==> src/rtl/mem_port_arbiter.sv <==
// Shares one physical memory port between instruction fetch and data load/store.
// One transaction in flight at a time; simultaneous requests alternate round-robin.
module mem_port_arbiter #(
  parameter int unsigned ADDR_WIDTH = 32,
  parameter int unsigned DATA_WIDTH = 32
) (
  input  logic                    clk,
  input  logic                    rst,
  input  logic                    i_read,
  input  logic [ADDR_WIDTH-1:0]   i_address,
  output logic [DATA_WIDTH-1:0]   i_rdata,
  output logic                    i_resp,
  input  logic                    d_read,
  input  logic                    d_write,
  input  logic [DATA_WIDTH/8-1:0] d_wmask,
  input  logic [ADDR_WIDTH-1:0]   d_address,
  input  logic [DATA_WIDTH-1:0]   d_wdata,
  output logic [DATA_WIDTH-1:0]   d_rdata,
  output logic                    d_resp,
  output logic                    pmem_read,
  output logic                    pmem_write,
  output logic [DATA_WIDTH/8-1:0] pmem_wmask,
  output logic [ADDR_WIDTH-1:0]   pmem_address,
  output logic [DATA_WIDTH-1:0]   pmem_wdata,
  input  logic [DATA_WIDTH-1:0]   pmem_rdata,
  input  logic                    pmem_resp
);

  typedef enum logic [1:0] {IDLE, I_BUSY, D_BUSY} state_e;
  typedef enum logic {GRANT_I, GRANT_D} grant_e;

  state_e                    state_q;
  grant_e                    last_grant_q;
  logic                      pmem_read_q;
  logic                      pmem_write_q;
  logic [DATA_WIDTH/8-1:0]   pmem_wmask_q;
  logic [ADDR_WIDTH-1:0]     pmem_address_q;
  logic [DATA_WIDTH-1:0]     pmem_wdata_q;

  logic i_req;
  logic d_req;
  logic grant_i;
  logic grant_d;

  // On a tie the side that did not win last time gets the port.
  always_comb begin
    i_req   = i_read;
    d_req   = d_read | d_write;
    grant_i = i_req & (~d_req | (last_grant_q == GRANT_D));
    grant_d = d_req & ~grant_i;
  end

  always_ff @(posedge clk or negedge rst) begin
    if (!rst) begin
      state_q        <= IDLE;
      last_grant_q   <= GRANT_D;
      pmem_read_q    <= 1'b0;
      pmem_write_q   <= 1'b0;
      pmem_wmask_q   <= '0;
      pmem_address_q <= '0;
      pmem_wdata_q   <= '0;
    end else begin
      case (state_q)
        IDLE: begin
          if (grant_i) begin
            state_q        <= I_BUSY;
            last_grant_q   <= GRANT_I;
            pmem_read_q    <= 1'b1;
            pmem_write_q   <= 1'b0;
            pmem_wmask_q   <= '0;
            pmem_address_q <= i_address;
            pmem_wdata_q   <= '0;
          end else if (grant_d) begin
            state_q        <= D_BUSY;
            last_grant_q   <= GRANT_D;
            pmem_read_q    <= ~d_write;
            pmem_write_q   <= d_write;
            pmem_wmask_q   <= d_write ? d_wmask : '0;
            pmem_address_q <= d_address;
            pmem_wdata_q   <= d_wdata;
          end
        end
        I_BUSY, D_BUSY: begin
          if (pmem_resp) begin
            state_q        <= IDLE;
            pmem_read_q    <= 1'b0;
            pmem_write_q   <= 1'b0;
            pmem_wmask_q   <= '0;
            pmem_address_q <= '0;
            pmem_wdata_q   <= '0;
          end
        end
        default: state_q <= IDLE;
      endcase
    end
  end

  assign pmem_read    = pmem_read_q;
  assign pmem_write   = pmem_write_q;
  assign pmem_wmask   = pmem_wmask_q;
  assign pmem_address = pmem_address_q;
  assign pmem_wdata   = pmem_wdata_q;

  assign i_resp  = (state_q == I_BUSY) & pmem_resp;
  assign d_resp  = (state_q == D_BUSY) & pmem_resp;
  assign i_rdata = pmem_rdata;
  assign d_rdata = pmem_rdata;

endmodule

==> config.mk <==
export PLATFORM = sky130hd
export DESIGN_NAME = mem_port_arbiter
export DESIGN_NICKNAME = d
export VERILOG_FILES = /design/src/rtl/mem_port_arbiter.sv
export SDC_FILE = /design/constraint.sdc
export NUM_CORES = 1
export LEC_CHECK = 0
export ABC_AREA = 0
export BUFFER_PORTS_ARGS = -buffer_cell sky130_fd_sc_hd__buf_2
export CORE_AREA = 2 2 106 108
export CTS_CLUSTER_DIAMETER = 100
export DETAILED_ROUTE_END_ITERATION = 8
export DIE_AREA = 0 0 108 110
export PLACE_DENSITY = 0.87
export SLEW_MARGIN = 20
export SYNTH_ARGS = -nofsm -noshare
export SYNTH_HDL_FRONTEND = slang
export SYNTH_SLANG_ARGS = --single-unit
export TNS_END_PERCENT = 30
==> constraint.sdc <==
create_clock -name clk -period 2.7 [get_ports clk]
set_input_delay 0.27 -clock clk [delete_from_list [all_inputs] [get_ports clk]]
set_output_delay 0.27 -clock clk [all_outputs]
set_load 0.02 [all_outputs]
; ---- Word-level counts from Yosys, hierarchy flattened
; Cells that the tools add are included.
[word_totals]
elab_cells = 52
out_inout_bits = 136
register_bits = 73
[classes]
mux = 25
bitwise = 9
n_reduce_logical = 7
eq_ne = 4
[ops]
columns = cell, count
row1 = $mux 32, 5
row2 = $pmux 32 s2, 2
row3 = $mux 4, 4
row4 = $pmux 4 s2, 1
row5 = $mux 1, 7
row6 = $mux 2, 3
row7 = $and 1x1->1, 4
row8 = $pmux 1 s2, 2
row9 = $pmux 2 s2, 1
row10 = $reduce_and 2->1, 2
row11 = $reduce_bool 2->1, 2
row12 = $ne 3x3->1 const B, 1
row13 = $not 1->1, 3
row14 = $reduce_and 3->1, 1
row15 = $eq 2x1->1 const B, 1
row16 = $eq 2x2->1 const B, 1
row17 = $logic_not 2->1, 1
row18 = $ne 2x2->1 const B, 1
row19 = $or 1x1->1, 2
row20 = $reduce_or 2->1, 1

; ---- Logic depth before layout (Yosys ltp)
; Gate-level depths: netlist of the first run.
[logic_depth]
depth_word = 9
mapped_depth = 8
depth_no_buf = 5

; ---- Least setup slack after synthesis of the first run
; No wires, ideal clock.
[synth_path]
path_kind = register to register
from = register state_q[1]
to = register pmem_read_q (netlist: pmem_read)
stages_incl_launch_ff = 8
setup_ps = 125
t_arrival_ps = 1824
path_slack_ps = 751
path_cell_list = dfrtp_1 -> inv_1 -> ha_1 -> or4b_1 -> buf_2 -> and2_4 -> buf_6 -> mux2_4
[synth_via]
elab_chain_len = 4
[synth_lines]
columns = element, line
row1 = start: declaration, 32  ; state_e state_q;
row2 = start signal: assignment, 55  ; state_q <= IDLE;
row3 = start signal: assignment, 66  ; state_q <= I_BUSY;
row4 = start signal: assignment, 74  ; state_q <= D_BUSY;
row5 = $eq 2x1->1 or $eq 2x2->1 (tied branches), 63  ; case (state_q)
row6 = $reduce_or 2->1, 63
row7 = $ne 2x2->1 (no source line) or $reduce_bool 2->1 (tied branches), -
row8 = $reduce_and 3->1 (no source line), -
row9 = end signal: assignment, 76  ; pmem_read_q <= ~d_write;
row10 = end: declaration, 34  ; logic pmem_read_q;
; Parallel ways exist; a longest one is shown, timed or not.
; A chain may end at the register's enable or synchronous reset.

; ---- Worst setup path after layout of the first run
[layout_path]
from = register state_q[1]
to = register pmem_write_q (netlist: pmem_write)
[layout_via]
elab_chain_len = 4
[layout_lines]
columns = element, line
row1 = $eq 2x1->1 or $eq 2x2->1 (tied branches), 63
row2 = $reduce_or 2->1, 63
row3 = $ne 2x2->1 (no source line) or $reduce_bool 2->1 (tied branches), -
row4 = $reduce_and 3->1 (no source line), -
row5 = end signal: assignment, 77  ; pmem_write_q <= d_write;
row6 = end: declaration, 35  ; logic pmem_write_q;
; Parallel ways exist; a longest one is shown, timed or not.

==> impl_metrics.ini, run 1 <==
[grt]
grt_util_all_layers = 0.191
globalRouteOverflowTotal = 0
grt_pass1_wl_um = 17500
grt_max_degree = 74
grt_pass1_vias = 3382
antenna_found_initial = 0

[clock_network]
postCtsSetupBuffers = 0
clock_sinks = 73
htree_levels = 3
postCtsHoldBufs = 0
clk_pin_slew_ps = 90
clkLatencyLatePin_ps = 350
cts-resized-gates = 0
cts_buffers = 9
cts_tree = built
cts_buffer_depth = 2
cts-root-buf = clkbuf_8

[job]
drv_cap = 0

[critical_path]
cp.required_ps = 2940
reg2regPathDepth = 5
critPathArrivalTime_ps = 2460
startpoint_type = register
r2r-start = state_q[1]
path_delay_family = multiplexers
path_buf_inv = 1
worst_path_most_repeated_cell = mux2_2
worstSetupPathType = register to register
worstSetupStartpoint = state_q[1]
path_cells = inv_1, ha_2, mux2_2, and2_4, mux2_2
worst-path-max-fanout = 38
critPathCaptureType = register
cp_slowest_cell = and2_4
path_depth = 5
slowest_delay_ps = 490

[final_layout]
post-route-util = 0.458
fill_cells = 1032
final_cell_area_sq_um = 4900
finalNetCount = 677
drive_gt1_frac = 0.401
final_cell_mix = buf_2, dfrtp_1, a21oi_1
diodes = 0
multi_input_area_sq_um = 1730
syn2layout_area_growth_pct = 15.1
layout_commonest_cell = buf_2
register_area_sq_um = 1830

[synth]
syn_area_per_cell_sq_um = 9.54
ys_warn_count = 0
async_reset_ff_frac = 1.00
ys_ff_latch = 73
synth_top_area_frac = 0.424
synthFlopType = dfrtp_1
synth_area_sq_um = 4250
syn_inst = 446
yosysSeqAreaShare = 0.430
ys_types = 33
synth_top_cells_by_area = dfrtp_1, buf_4, nand4b_1
synth_nets = 587
synth_edf_count = 0
synth_top_area_cell = dfrtp_1

[placement]
finalWeightedCongestion = 0.763
placed_area_sq_um = 4720
dp_hpwl_um = 8320
port_buffers = 177

[die]
fp.dieW_um = 108
dieArea_sq_um = 11900
fp.dieH_um = 110
start_util = 0.398
core-area_sq_um = 10700
rows = 38
io_pins = 274

[timing]
hold_violations = 0
worst_slew_pin_slew_ps = 920
tns_ps = 0
min_period_ps = 2230
rsz0062_at_grt = false
timing.fmax_mhz = 449
setup_viol = 0
fin_worst_skew_ps = 12.2
timing.final.crit_share = 0.825
timing.slew.headroom = 0.387
slew_viol_final = 0

[power]
pwr-share-comb = 0.598
ir_drop_v = 0.000696
swShare = 0.486
p_switching_mw = 3.18
p_leak_nw = 2.28
clkPwrFrac = 0.119
intPower_mw = 3.36
pwr-share-seq = 0.283
power.density_nw_per_um2 = 1340

[drt]
detail_route.wl_per_cell_um = 17.2
ant_nets = 0
drt_iter0_markers = 256
drtPass1Iterations = 4
route.detailed.drc = 0
route.vias.total = 3736
vias_per_cell = 5.49
routed_wirelength_um = 11700

[status]
status = complete, no violations

[hold_path]
hold_class = input pin to asynchronous set/reset pin
[flip-flops by register name, indices dropped and copies added (netlist names)]
name and flops:
last_grant_q 1, pmem_address 32, pmem_read 1, pmem_wdata 32, pmem_wmask 4, pmem_write 1, state_q 2
[logic make-up after synthesis]
family                   after synthesis  share of synthesized area
flip-flops                            73                      0.430
buffers and inverters                113                      0.165
adder cells (fa/ha/maj)                3                    0.00882
AO/OA/AOI/OAI                        146                      0.221
AND/OR/NAND/NOR                      108                      0.166
multiplexers                           3                    0.00882
[cells in the mapped netlist, drive strengths merged, types with 4 or more instances]
master and number:
buf 81, o21ai 32, o2bb2ai 32, a31oi 32
a31o 4, a21boi 5, nor2b 32, nand4b 32
a21oi 34, dfrtp 72, nand3 33, inv 4
clkbuf 28
[per-stage QoR]
step	setup WS (ps)	instances	hold slack [ps]	total power, mW
floorplan	751	446	-25.6	4.86
global placement	551	665	448	5.63
detailed placement	492	665	469	5.82
CTS	483	681	80.6	6.60
global route	356	681	125	7.05
finish	473	681	56.0	6.54
[layer usage]
| layer | vias to the layer above | track usage | part of all wire | wire length [um] |
|---|---|---|---|---|
| met1 | 1753 | 0.238 | 0.42 | 4940 |
| met2 | 192 | 0.316 | 0.48 | 5580 |
| met5 | - | 0 | 0 | 0 |
| li1 | 1751 | - | - | - |
| met3 | 40 | 0.0476 | 0.076 | 887 |
| met4 | 0 | 0.0852 | 0.027 | 321 |
[power by group through the flow]
stage	Combinational, mW	Sequential [mW]	Clock (mW)
detailed placement	3.95	1.87	0
CTS	3.94	1.86	0.797
floorplan	2.47	2.39	0
finish	3.91	1.85	0.776
global placement	3.77	1.85	0
global route	4.30	1.91	0.845
[path summary, 6_finish.rpt]
check,to,slack [ps]
max in group asynchronous,pmem_address[25],2040
min reg2reg,pmem_wdata[4],490
max,pmem_write,470
min in group clk,pmem_wmask[1],140
max reg2reg,pmem_write,470
min,pmem_wdata[23],60
[worst register-to-register path: cells and delay by family, from the launching register on]
kind	cells	cell delay, ps
muxes	2	830
and+or+nand+nor	1	490
DFF	1	400
adders and majority gates	1	290
buffers and inverters	1	110
[area by class of cell]
| class | instances | area share |
|---|---|---|
| clock inverter | 7 | 0.0112 |
| tap | 140 | 0.0358 |
| inverter | 4 | 0.00307 |
| clock buffer | 9 | 0.0253 |
| multi-input combinational | 260 | 0.353 |
| sequential | 73 | 0.373 |
| timing repair buffer | 188 | 0.198 |
Power figures use the tool's default switching activity.
==> run 2: changes to the inputs <==
Settings changed: ABC_AREA 0 to 1.
Clock period 2.7 ns to 1.9 ns, I/O delays scaled along.
==> run 2 against run 1 <==
Synthesized cell count rose by 15%; combinational power rose by 9.7%; die area unchanged; critical path type unchanged; critical endpoint is now pmem_wmask[2].
==> impl_metrics.ini, run 2 <==
[drt]
detail_route.wl_per_cell_um = 13.7
route.vias.total = 3584
drt_iter0_markers = 138
route.detailed.drc = 0
ant_nets = 0
drtPass1Iterations = 4
vias_per_cell = 4.71
routed_wirelength_um = 10400

[timing]
setup_viol = 0
timing.slew.headroom = 0.713
hold_violations = 0
min_period_ps = 1770
timing.fmax_mhz = 565
holdWs_ps = 67.2
fin_worst_skew_ps = 9.91
worst_slew_pin_slew_ps = 430
tns_ps = 0
timing.final.crit_share = 0.931
slew_viol_final = 0
rsz0062_at_grt = false

[final_layout]
finalNetCount = 757
multi_input_area_sq_um = 1460
diodes = 0
final_cell_mix = nand2_1, buf_2, nand3_1
fill_cells = 1092
syn2layout_area_growth_pct = 18.5
register_area_sq_um = 1830
drive_gt1_frac = 0.340
layout_commonest_cell = nand2_1

[synth]
ys_warn_count = 0
synthFlopType = dfrtp_1
synth_common_cells = nand2_1, nand3_1, buf_4, dfrtp_1, buf_2
yosysMostFrequentCell = nand2_1
ys_types = 18
synth_area_sq_um = 4010
syn_area_per_cell_sq_um = 7.82
ys_ff_latch = 73
synth_top_cells_by_area = dfrtp_1, nand2_1, buf_4
yosysSeqAreaShare = 0.456
async_reset_ff_frac = 1.00
syn_inst = 513
synth_edf_count = 0
synth_top_area_frac = 0.449
synth_nets = 654
synth_top_area_cell = dfrtp_1

[critical_path]
startpoint_type = register
critPathArrivalTime_ps = 1990
path_cells = inv_1, ha_1, inv_2, or2_1, nand3b_1, buf_6, o21ai_0
worstSetupPathType = register to register
slowest_delay_ps = 370
cp.required_ps = 2120
cp_slowest_cell = dfrtp_1
critPathCaptureType = register
worst-path-max-fanout = 31

[power]
pwr-share-comb = 0.540
ir_drop_v = 0.000726
pwr-share-seq = 0.306
power.density_nw_per_um2 = 1670
p_switching_mw = 3.78
clkPwrFrac = 0.155
intPower_mw = 4.17
p_leak_nw = 2.86
swShare = 0.476

[grt]
antenna_found_initial = 0
grt_pass1_vias = 3263
grt_util_all_layers = 0.175
grt_pass1_wl_um = 16000
globalRouteOverflowTotal = 0
grt_max_degree = 49

[placement]
finalWeightedCongestion = 0.785
dp_hpwl_um = 7360
port_buffers = 177

[job]
drv_cap = 0

[clock_network]
cts_buffer_depth = 2
postCtsSetupBuffers = 0
htree_levels = 3
clkLatencyLatePin_ps = 340
clk_pin_slew_ps = 80
cts_tree = built
cts_buffers = 9
clock_sinks = 73
cts-root-buf = clkbuf_8

[die]
start_util = 0.375
core-area_sq_um = 10700
dieArea_sq_um = 11900
fp.dieH_um = 110
fp.dieW_um = 108
io_pins = 274
rows = 38

[status]
status = complete, no violations

[hold_path]
hold_class = input pin to register
==> run 2: changes by cell type after synthesis, sizes merged, moves of 23 or more <==
cell,previous run,this run
nand2,3,211
nand3,33,99
a21oi,34,2
a31oi,32,0
nand4b,32,0
nor2b,32,0
o2bb2ai,32,0
o21ai,32,9
==> run 2: critical path: cells and delay by family, from the launching register on <==
| family | cells | cell delay [ps] |
|---|---|---|
| adder cells (fa/ha/maj) | 1 | 340 |
| AND/OR/NAND/NOR | 2 | 420 |
| AO/OA/AOI/OAI | 1 | 130 |
| flip-flops | 1 | 370 |
| buffers and inverters | 3 | 390 |
==> run 2: logic make-up (layout without fill, tap and decap cells) <==
group,after synthesis,count (layout),synth area share
buffers and inverters,106,214,0.183
and+or+nand+nor,320,320,0.336
AOI/OAI and AO/OA,11,11,0.0165
adders and majority gates,3,3,0.00936
DFF,73,73,0.456
==> run 2: worst paths after layout <==
path,endpoint,startpoint,cells after the start,slack [ps]
worst min-delay path,pmem_wdata[15],d_wdata[15],3,70
worst min register to register,pmem_address[0],pmem_address[0],2,480
min in group asynchronous,pmem_address[29],rst,2,320
max in group asynchronous,last_grant_q,rst,3,960
worst max-delay path,pmem_wmask[2],state_q[0],7,130
worst max register to register,pmem_wmask[2],state_q[0],7,130
==> run 2: per-stage QoR <==
| stage | setup WS [ps] | instance area (sq um) | std cells | utilization | power [mW] |
|---|---|---|---|---|---|
| after floorplan | 294 | 4010 | 513 | - | 5.69 |
| after detailed placement | 83.5 | 4540 | 744 | 0.424 | 6.76 |
| after CTS | 70.3 | 4750 | 761 | 0.444 | 8.03 |
| after global routing | 2.34 | 4750 | 761 | 0.444 | 8.59 |
| after global placement | 167 | 4540 | 744 | 0.424 | 6.65 |
| final | 131 | 4750 | 761 | 0.444 | 7.95 |
==> run 2: repair_timing <==
action                                 4_1_cts  5_1_grt
setup endpoints to repair                    0       18
hold buffers                                 1        0
resized for setup                            0        1
endpoints found under the hold margin       31        0
==> run 2: power groups by stage <==
stage	combinational (mW)	clock [mW]	sequential, mW
floorplan	2.60	0	3.09
global placement	4.20	0	2.44
detailed placement	4.31	0	2.44
CTS	4.31	1.29	2.43
global route	4.75	1.35	2.49
finish	4.29	1.23	2.43
==> run 2: layout make-up <==
cell class,count,share of cell area
multi-input cells,334,0.307
inverters,8,0.00632
flip-flops and latches,73,0.384
repair buffers,190,0.222
clock buffers,10,0.0289
clock inverters,6,0.0142
well taps,140,0.0368
==> run 2: routing by layer <==
metal  vias to the layer above  track usage  part of all wire
met4                         0       0.0824             0.023
met5                         -            0                 0
met2                       166        0.305              0.48
li1                       1769            -                 -
met1                      1617        0.203              0.41
met3                        32       0.0447             0.083
==> run 3: changes to the inputs <==
Settings changed: CORE_AREA 2 2 106 108 to 2 2 107 109, DIE_AREA 0 0 108 110 to 0 0 109 111, PLACE_DENSITY 0.87 to unset, PLACE_DENSITY_LB_ADDON set to 0.3, REMOVE_ABC_BUFFERS set to 1.
Clock period 1.9 ns to 1.64 ns, I/O delays scaled along.
==> run 3 against run 2 <==
The flow now finishes with violations (setup timing); power grew 53%; core utilization grew 4.9 points; cell count increased by 3.2%; critical endpoint is now pmem_address[23]; largest cell class unchanged; clock skew decreased by 0.89 ps; sequential share of layout area down 5.0 points; cell area is 15% higher; critical path depth up 3; routed wire length increased by 34%; sequential cell count stayed put; highest routed layer is now met5; sequential power rose by 18%; worst hold slack got worse by 1.6 ps; die area is 1.8% higher.
==> impl_metrics.ini, run 3 (same netlist as run 2, synthesis figures left out) <==
[final_layout]
layout_commonest_cell = nand2_1
syn2layout_area_growth_pct = 36.1
post-route-util = 0.493
final_cell_area_sq_um = 5460
final_cell_mix = nand2_1, buf_2, dfrtp_1
fill_cells = 1079
finalNetCount = 778
drive_gt1_frac = 0.434

[timing]
slew_viol_final = 0
worst_slew_pin_slew_ps = 490
tns_ps = -158
worst_slack_ps = -27.2
rsz0062_at_grt = true
fin_worst_skew_ps = 9.02
hold_violations = 0
timing.final.crit_share = 1.02
setup_viol = 14
timing.slew.headroom = 0.673
min_period_ps = 1670
timing.fmax_mhz = 600

[critical_path]
critPathCaptureType = register
reg2reg_to = pmem_address[23]
critPathArrivalTime_ps = 1880
crit_path_end = pmem_address[23]
worstSetupStartpoint = state_q[0]
reg2regPathDepth = 10
startpoint_type = register
r2r-start = state_q[0]
worst-path-max-fanout = 10
worstSetupPathType = register to register
reg2reg_slack_ps = -30
cp.required_ps = 1850

[drt]
drtPass1Iterations = 4
wl_met3_um = 1950
detail_route.wl_per_cell_um = 17.8
route.vias.total = 3853
route.detailed.drc = 0
met2_length_um = 5780
ant_nets = 0
wl_met1_um = 6070
vias_per_cell = 4.91
drt_iter0_markers = 214
routed_wirelength_um = 14000
top_layer = met5

[grt]
globalRouteOverflowTotal = 0
antenna_found_initial = 1
grt_util_all_layers = 0.221
grt_max_degree = 38
grt_pass1_vias = 3589
grt_pass1_wl_um = 19900

[clock_network]
cts-root-buf = clkbuf_16
htree_levels = 3
cts_buffer_depth = 2
cts_buffers = 9
clk_pin_slew_ps = 60
clkLatencyLatePin_ps = 320
cts_tree = built
clock_sinks = 73

[power]
power.density_nw_per_um2 = 2230
ir_drop_v = 0.00103
p_leak_nw = 3.15

[die]
fp.dieW_um = 109
io_pins = 274
start_util = 0.362
fp.dieH_um = 111
core-area_sq_um = 11100
dieArea_sq_um = 12100
rows = 39

[job]
drv_cap = 0

[status]
violations = setup timing
status = complete, but fails checks

[placement]
finalWeightedCongestion = 0.742
placed_area_sq_um = 4610
dp_hpwl_um = 9520
port_buffers = 177
dp_slack_ps = -53.7

[hold_path]
hold_class = input pin to register
run 3: through the flow:
step,cells,power [mW],hold WS [ps]
2_1_floorplan,415,5.77,-132
3_3_place_gp,753,7.99,85.2
3_5_place_dp,753,8.13,88.9
4_1_cts,777,11.3,55.6
5_1_grt,784,13.0,68.0
6_report,785,12.2,65.6
run 3: repair_timing:
item | in CTS | in global routing
endpoints found under the setup margin | 70 | 70
setup buffers | 5 | 3
gates resized for setup | 9 | 49
hold endpoints to repair | 22 | 0
hold buffers | 1 | 0
gates cloned | 3 | 5
pin swaps | 3 | 20
run 3: critical path, stage by stage (launching register included):
cell and delay (ps):
dfrtp_1 360, inv_2 60, ha_4 270, inv_2 40, or2_4 240, nand2_4 80, nor2_4 50, buf_12 150
clkbuf_16 170, nand3_1 80, nand2_1 60
run 3: worst min path at each step:
stage | start | end | cells after the start
after global routing | d_wdata[12] | pmem_wdata[12] | 3
after global placement | rst | pmem_address[16] | 1
after CTS | d_wdata[23] | pmem_wdata[23] | 3
after detailed placement | rst | pmem_address[16] | 1
after floorplan | rst | pmem_address[0] | 0
final | d_wdata[23] | pmem_wdata[23] | 3
run 3: per-layer routing:
layer | vias to the layer above | GRT usage
met5 | - | 0.125
met3 | 10 | 0.142
met1 | 1781 | 0.290
met4 | 2 | 0.0444
li1 | 1816 | -
met2 | 244 | 0.294
run 3: area by class of cell:
type / instances / area [sq um] / share of cell area
antenna: 1 / 2.50 / 0.000458
clock buffer: 11 / 253 / 0.0463
clock inverter: 4 / 98.8 / 0.0181
inverter: 8 / 30.0 / 0.00550
multi-input combinational: 334 / 1670 / 0.306
sequential: 73 / 1830 / 0.335
tap: 143 / 179 / 0.0328
timing repair buffer: 211 / 1400 / 0.257
run 3: where the power goes:
part	switching (mW)	internal [mW]
Combinational	4.07	2.96
Clock	0.735	1.57
Sequential	0.360	2.50
Total	5.17	7.02
